[src/rtl/pmu_pkg.sv]
`default_nettype none
// ============================================================================
// Module      : pmu_pkg
// Description : Shared types and helpers for the PMU register-bank arbiter.
// Revision    : 1.0 - initial release
// ============================================================================
package pmu_pkg;

    typedef enum logic {
        ARB    = 1'b0,
        LOCKED = 1'b1
    } pmu_arb_state_e;

    localparam int PMU_REG_WIDTH = 32;

    // Index width for n items; never returns 0 so 1-entry vectors stay legal.
    function automatic int pmu_idx_w(input int n);
        return (n > 1) ? $clog2(n) : 1;
    endfunction

endpackage
`default_nettype wire

[src/rtl/pmu_rr_picker.sv]
`default_nettype none
// ============================================================================
// Module      : pmu_rr_picker
// Description : Combinational round-robin picker; first valid from ptr_i up.
// Revision    : 1.0 - initial release
// ============================================================================
module pmu_rr_picker
    import pmu_pkg::*;
#(
    parameter  int N     = 2,
    localparam int IDX_W = pmu_idx_w(N)
) (
    input  logic [N-1:0]     valid_i,
    input  logic [IDX_W-1:0] ptr_i,
    output logic [N-1:0]     grant_o,
    output logic [IDX_W-1:0] idx_o,
    output logic             any_o
);

    int               cand_int;
    logic [IDX_W-1:0] cand;
    logic             found;

    always_comb begin
        grant_o  = '0;
        idx_o    = '0;
        found    = 1'b0;
        cand_int = 0;
        cand     = '0;
        for (int k = 0; k < N; k++) begin
            cand_int = int'(ptr_i) + k;
            if (cand_int >= N) begin
                cand_int = cand_int - N;
            end
            cand = IDX_W'(cand_int);
            if (!found && valid_i[cand]) begin
                grant_o[cand] = 1'b1;
                idx_o         = cand;
                found         = 1'b1;
            end
        end
        any_o = found;
    end

endmodule
`default_nettype wire

[src/rtl/pmu_reg_arbiter.sv]
`default_nettype none
// ============================================================================
// Module      : pmu_reg_arbiter
// Description : Round-robin, lockable arbiter sharing the PMU register bank.
// Revision    : 1.0 - initial release
// ============================================================================
module pmu_reg_arbiter
    import pmu_pkg::*;
#(
    parameter  int N_REQ     = 2,
    parameter  int N_REGS    = 10,
    parameter  int REG_WIDTH = PMU_REG_WIDTH,
    parameter  int LOCK_MAX  = 16,
    localparam int ADDR_W    = pmu_idx_w(N_REGS)
) (
    input  logic                       clk_i,
    input  logic                       rstn_i,
    input  logic [N_REQ-1:0]           req_valid_i,
    output logic [N_REQ-1:0]           req_ready_o,
    input  logic [N_REQ-1:0]           req_we_i,
    input  logic [N_REQ-1:0]           req_lock_i,
    input  logic [N_REQ*ADDR_W-1:0]    req_addr_i,
    input  logic [N_REQ*REG_WIDTH-1:0] req_wdata_i,
    output logic [N_REQ-1:0]           rsp_valid_o,
    output logic [N_REQ-1:0]           rsp_err_o,
    output logic [N_REQ*REG_WIDTH-1:0] rsp_rdata_o,
    output logic                       bank_we_o,
    output logic [ADDR_W-1:0]          bank_addr_o,
    output logic [REG_WIDTH-1:0]       bank_wdata_o,
    input  logic [REG_WIDTH-1:0]       bank_rdata_i
);

    localparam int                 REQ_W        = pmu_idx_w(N_REQ);
    localparam int                 CNT_W        = pmu_idx_w(LOCK_MAX + 1);
    localparam logic [ADDR_W-1:0]  LAST_IDX     = ADDR_W'(N_REGS - 1);
    localparam logic [REQ_W-1:0]   LAST_REQ     = REQ_W'(N_REQ - 1);
    localparam logic [CNT_W-1:0]   LOCK_CNT_MAX = CNT_W'(LOCK_MAX);

    pmu_arb_state_e             state_q, state_d;
    logic [REQ_W-1:0]           rr_ptr_q, rr_ptr_d;
    logic [REQ_W-1:0]           owner_q, owner_d;
    logic [CNT_W-1:0]           lock_cnt_q, lock_cnt_d;
    logic [N_REQ-1:0]           rsp_valid_q, rsp_valid_d;
    logic [N_REQ-1:0]           rsp_err_q, rsp_err_d;
    logic [N_REQ*REG_WIDTH-1:0] rsp_rdata_q, rsp_rdata_d;

    logic [N_REQ-1:0] owner_mask;
    logic [N_REQ-1:0] cand_valid;
    logic [N_REQ-1:0] pick_grant;
    logic [REQ_W-1:0] pick_idx;
    logic             pick_any;
    logic             accept;
    logic             win_we;
    logic             win_lock;
    logic [ADDR_W-1:0] win_addr;
    logic             win_in_range;

    function automatic logic [REQ_W-1:0] ptr_after(input logic [REQ_W-1:0] idx);
        return (idx == LAST_REQ) ? '0 : idx + 1'b1;
    endfunction

    // While locked, the picker only ever sees the owner's request.
    always_comb begin
        owner_mask          = '0;
        owner_mask[owner_q] = 1'b1;
        cand_valid          = (state_q == LOCKED) ? (req_valid_i & owner_mask) : req_valid_i;
    end

    pmu_rr_picker #(
        .N (N_REQ)
    ) u_picker (
        .valid_i (cand_valid),
        .ptr_i   (rr_ptr_q),
        .grant_o (pick_grant),
        .idx_o   (pick_idx),
        .any_o   (pick_any)
    );

    assign accept       = pick_any & rstn_i;
    assign win_we       = req_we_i[pick_idx];
    assign win_lock     = req_lock_i[pick_idx];
    assign win_addr     = req_addr_i[int'(pick_idx)*ADDR_W +: ADDR_W];
    assign win_in_range = (win_addr <= LAST_IDX);

    assign req_ready_o  = rstn_i ? pick_grant : '0;
    assign bank_we_o    = accept & win_we & win_in_range;
    assign bank_addr_o  = win_addr;
    assign bank_wdata_o = req_wdata_i[int'(pick_idx)*REG_WIDTH +: REG_WIDTH];

    always_comb begin
        state_d     = state_q;
        rr_ptr_d    = rr_ptr_q;
        owner_d     = owner_q;
        lock_cnt_d  = lock_cnt_q;
        rsp_valid_d = '0;
        rsp_err_d   = rsp_err_q;
        rsp_rdata_d = rsp_rdata_q;

        if (accept) begin
            rr_ptr_d              = ptr_after(pick_idx);
            rsp_valid_d[pick_idx] = 1'b1;
            rsp_err_d[pick_idx]   = ~win_in_range;
            if (!win_we) begin
                rsp_rdata_d[int'(pick_idx)*REG_WIDTH +: REG_WIDTH] =
                    win_in_range ? bank_rdata_i : '0;
            end
        end

        case (state_q)
            ARB: begin
                if (accept && win_lock) begin
                    state_d    = LOCKED;
                    owner_d    = pick_idx;
                    lock_cnt_d = CNT_W'(1);
                end
            end
            LOCKED: begin
                // Timeout still lets this cycle's owner access through.
                if (!req_valid_i[owner_q] || (accept && !win_lock) ||
                    (lock_cnt_q == LOCK_CNT_MAX)) begin
                    state_d    = ARB;
                    lock_cnt_d = '0;
                    rr_ptr_d   = ptr_after(owner_q);
                end else begin
                    lock_cnt_d = lock_cnt_q + 1'b1;
                end
            end
            default: begin
                state_d = ARB;
            end
        endcase
    end

    always_ff @(posedge clk_i or negedge rstn_i) begin
        if (!rstn_i) begin
            state_q     <= ARB;
            rr_ptr_q    <= '0;
            owner_q     <= '0;
            lock_cnt_q  <= '0;
            rsp_valid_q <= '0;
            rsp_err_q   <= '0;
            rsp_rdata_q <= '0;
        end else begin
            state_q     <= state_d;
            rr_ptr_q    <= rr_ptr_d;
            owner_q     <= owner_d;
            lock_cnt_q  <= lock_cnt_d;
            rsp_valid_q <= rsp_valid_d;
            rsp_err_q   <= rsp_err_d;
            rsp_rdata_q <= rsp_rdata_d;
        end
    end

    assign rsp_valid_o = rsp_valid_q;
    assign rsp_err_o   = rsp_err_q;
    assign rsp_rdata_o = rsp_rdata_q;

    a_ready_onehot: assert property (@(posedge clk_i) disable iff (!rstn_i)
        $onehot0(req_ready_o));

    a_we_legal: assert property (@(posedge clk_i) disable iff (!rstn_i)
        bank_we_o |-> ((|(req_ready_o & req_we_i)) && (bank_addr_o <= LAST_IDX)));

endmodule
`default_nettype wire

[config.mk]
export PLATFORM = sky130hd
export DESIGN_NAME = pmu_reg_arbiter
export DESIGN_NICKNAME = d
export VERILOG_FILES = /design/src/rtl/pmu_pkg.sv /design/src/rtl/pmu_rr_picker.sv /design/src/rtl/pmu_reg_arbiter.sv
export SDC_FILE = /design/constraint.sdc
export NUM_CORES = 1
export LEC_CHECK = 0
export BUFFER_PORTS_ARGS = -buffer_cell sky130_fd_sc_hd__buf_2
export CELL_PAD_IN_SITES_DETAIL_PLACEMENT = 0
export CELL_PAD_IN_SITES_GLOBAL_PLACEMENT = 1
export CORE_UTILIZATION = 27
export CTS_CLUSTER_DIAMETER = 60
export DETAILED_ROUTE_END_ITERATION = 12
export GPL_TIMING_DRIVEN = 1
export PLACE_DENSITY_LB_ADDON = 0.05
export REMOVE_ABC_BUFFERS = 1
export SLEW_MARGIN = 5
export SYNTH_ARGS = -nofsm -noshare
export SYNTH_HDL_FRONTEND = slang
export SYNTH_SLANG_ARGS = --single-unit
[constraint.sdc]
create_clock -name clk_i -period 1.8 [get_ports clk_i]
set_input_delay 0.36 -clock clk_i [delete_from_list [all_inputs] [get_ports clk_i]]
set_output_delay 0.36 -clock clk_i [all_outputs]
set_load 0.01 [all_outputs]
==> metrics.md <==
| Metric | Value |
|---|---|
| Crit path time final | `2150 ps` |
| Diodes inserted | `0` |
| Critical path's largest stage delay | `430 ps` |
| Worst EP arrival | `1790 ps` |
| Vias in the first global route | `3847` |
| Worst slew margin | `45.3%` |
| Cell accounting for the most synthesized area | `dfrtp_1` |
| Most common cell after layout, fill and taps aside | `buf_2` |
| Crit Path Max Fanout | `16` |
| Post-route DRC | `0` |
| Reg-to-reg endpoint | `rr_ptr_q$_DFF_PN0_` |
| Synth area leaders | `dfrtp_1 51%, nand2_1 18%, o31ai_1 13%` |
| Via density | `4.70` |
| Synthesized area | `0.00372 mm^2` |
| WS Path Type | `flip-flop to output port` |
| Mapped Cells | `440` |
| Startpoint types | `flip-flop` |
| Area after detailed placement | `between 0.005 and 0.006 mm^2` |
| Cells along the critical path | `or3b_4 -> and3_4 -> buf_8 -> nand2_1 -> nand2_1 -> buf_2` |
| Number of I/O pins | `219` |
| Total Routed Length | `14100 um` |
| Synth-to-layout area growth | `78.4%` |
| Gr ovfl total | `0` |
| CP Capture Type | `output port` |
| Die area | `~0.014 mm^2` |
| Min setup slack post-route | `-348 ps` |
| Fin nets | `797` |
| Highest Signal Layer | `met4` |
| Die H | `between 100 and 150 um` |
| Crit path top cell by count | `nand2_1` |
| FF-to-FF setup slack | `-180 ps` |
| CTS Buffer Depth | `2` |
| CTS clk-pin slew, worst paths | `60 ps` |
| Pre-CTS setup slack | `-242 ps` |
| Largest net degree at the start of global routing | `65` |
| Max-slew violation count | `0` |
| Max-capacitance violation count | `0` |
| Commonest non-fill, non-tap cells in the layout | `215 x buf_2, 172 x nand2_1, 76 x dfrtp_1` |
| Routed wire length on met2 | `7200 um` |
| GRT Util Overall | `17.3%` |
| Via count | `4062` |
| Slew @ Worst Pin | `slightly above 800 ps` |
| Wire length per cell | `16.3 um` |
| DP Wirelength | `8490 um` |
| Hold buffers post-CTS | `0` |
| M1 WL | `6040 um` |
| Worst setup path start | `rr_ptr_q$_DFF_PN0_` |
| Max VDD drop | `0.583 mV` |
| FF-to-FF Start | `rr_ptr_q$_DFF_PN0_` |
| Filler cells | `1359` |
| DRT Pass-1 Iters | `4` |
| Avg Inst Size Synth | `8.45 um^2` |
| CTS Root Cell | `clkbuf_16` |
| Setup violators final | `110` |
| Sequential Area | `0.00190 mm^2` |
| Req. time, crit path | `1440 ps` |
| GP Congestion | `0.782` |
| Yosys reg bits | `76` |
| Core Rows | `42` |
| Critical path's slowest cell | `or3b_4` |
| Total core area | `0.0133 mm^2` |
| Initial Util | `27.8%` |
| Fmax | `0.465 GHz` |
| Outcome | `complete, but fails checks` |
| Register area share after synthesis | `51.2%` |
| Netlist cell types | `35` |
| Port bufs | `218` |
| RSZ-0062 raised after global routing | `true` |
| Number of routed nets with antenna violations | `0` |
| Failing checks | `negative setup slack` |
| CTS tree | `built` |
| Die Width | `119 um` |
| CTS Buf Count | `9` |
| First-pass GRT wire length | `about 19000 um` |
| Clock latency on the worst-skew pair | `340 ps` |
| Post-Route Skew | `5.85 ps` |
| Initial detailed-routing violation count | `154` |
| Period utilization | `119%` |
| Initial antenna violation count | `0` |
| Hold Worst Slack | `about 14 ps` |
| Yosys Warn Count | `0` |
| Lkg Pwr | `around 3.5 nW` |
| Area of the multi-input gates | `0.00227 mm^2` |
| Top cell type's share of synthesized area | `around half` |
| Layout cell share with drive strength beyond 1 | `52.0%` |
| Pwr Density | `1230 mW/mm^2` |
| Hold crit path type | `primary input to async pin` |
| Met3 Routed Length | `649 um` |
| Final instance area | `0.00663 mm^2` |
| R2R cell count | `8` |
| # H-tree levels | `3` |
| Num Clock Sinks | `76` |
| Final Hold Viols | `0` |
-- repair_timing --
item | in CTS | in global routing
gates cloned | 1 | 12
setup buffers | 3 | 3
resized for setup | 28 | 120
pin swaps | 5 | 20
endpoints found under the setup margin | 109 | 110
-- metal layers --
layer  global-route usage, %  vias up
met1                    21.3     1986
li1                        -     1951
met5                       0        -
met4                    4.06        0
met2                    29.4      109
met3                    5.22       16
-- critical path, delay by kind of cell (launching register included) --
kind	cells	cell delay [ps]
buffers and inverters	2	290
flip-flops	1	390
AND/OR/NAND/NOR	4	760
-- cell families (layout without fill, tap and decap cells) --
kind of cell               Yosys count  in the layout  synth area share, %
buffers and inverters               68            316                 7.41
adders and majority gates            2              2                0.673
xor gates and xnor gates             2              2                0.471
DFF                                 76             76                 51.2
AOI/OAI and AO/OA                   91             91                 18.4
and+or+nand+nor                    198            198                 21.0
muxes                                3              3                0.842
-- power breakdown --
part | switching, mW | internal, mW
clock network | 0.693 | 1.19
registers | 0.301 | 2.27
logic | 2.00 | 1.70
total | 3.00 | 5.16
-- sequential cells by signal, indices dropped and copies added (netlist names) --
signal and flops:
rsp_valid_o 2, rsp_rdata_o 64, state_q 1, lock_cnt_q 5, rr_ptr_q 1, owner_q 1, rsp_err_o 2
-- through the flow --
stage               util [%]  power, mW  cells  setup TNS [ps]
finish                  49.7       8.16    864          -19030
global route            49.7       8.65    864          -25170
CTS                     42.3       7.28    850          -12700
detailed placement      38.7       5.23    830          -17910
global placement        38.7       5.18    830          -12610
floorplan                  -       3.89    409         -188470
-- cell usage after synthesis (all sizes together) --
cell type / n
clkbuf: 13
dfrtp: 76
mux2: 1
buf: 18
mux2i: 2
a22o: 4
or3b: 1
nand2: 176
nor2: 8
or3: 1
nor3: 1
nor4bb: 1
a211oi: 2
o2111a: 2
a21oi: 4
o2bb2ai: 1
nor3b: 1
ha: 2
o21ai: 5
a21boi: 1
a21o: 2
o21a: 1
nand2b: 4
o211ai: 1
xnor2: 2
nand3: 4
and3: 1
a31oi: 3
inv: 37
o31ai: 65
-- final cells by class --
| class | count | share of cell area [%] |
|---|---|---|
| clock buffers | 13 | 4.08 |
| multi-input cells | 296 | 34.3 |
| repair buffers | 263 | 26.9 |
| flip-flops and latches | 76 | 28.7 |
| clock inverters | 3 | 0.661 |
| inverters | 37 | 2.09 |
| well taps | 176 | 3.32 |
-- how the worst max path moves through the flow --
stage                     cells past startpoint  slack (ps)                to
after floorplan                               4       -2820         bank_we_o
after global placement                        7        -210   bank_wdata_o[7]
after detailed placement                      7        -240   bank_wdata_o[7]
after CTS                                     6        -340  bank_wdata_o[23]
after global routing                          6        -420   bank_wdata_o[3]
final                                         6        -350  bank_wdata_o[23]
Power figures use the tool's default switching activity.
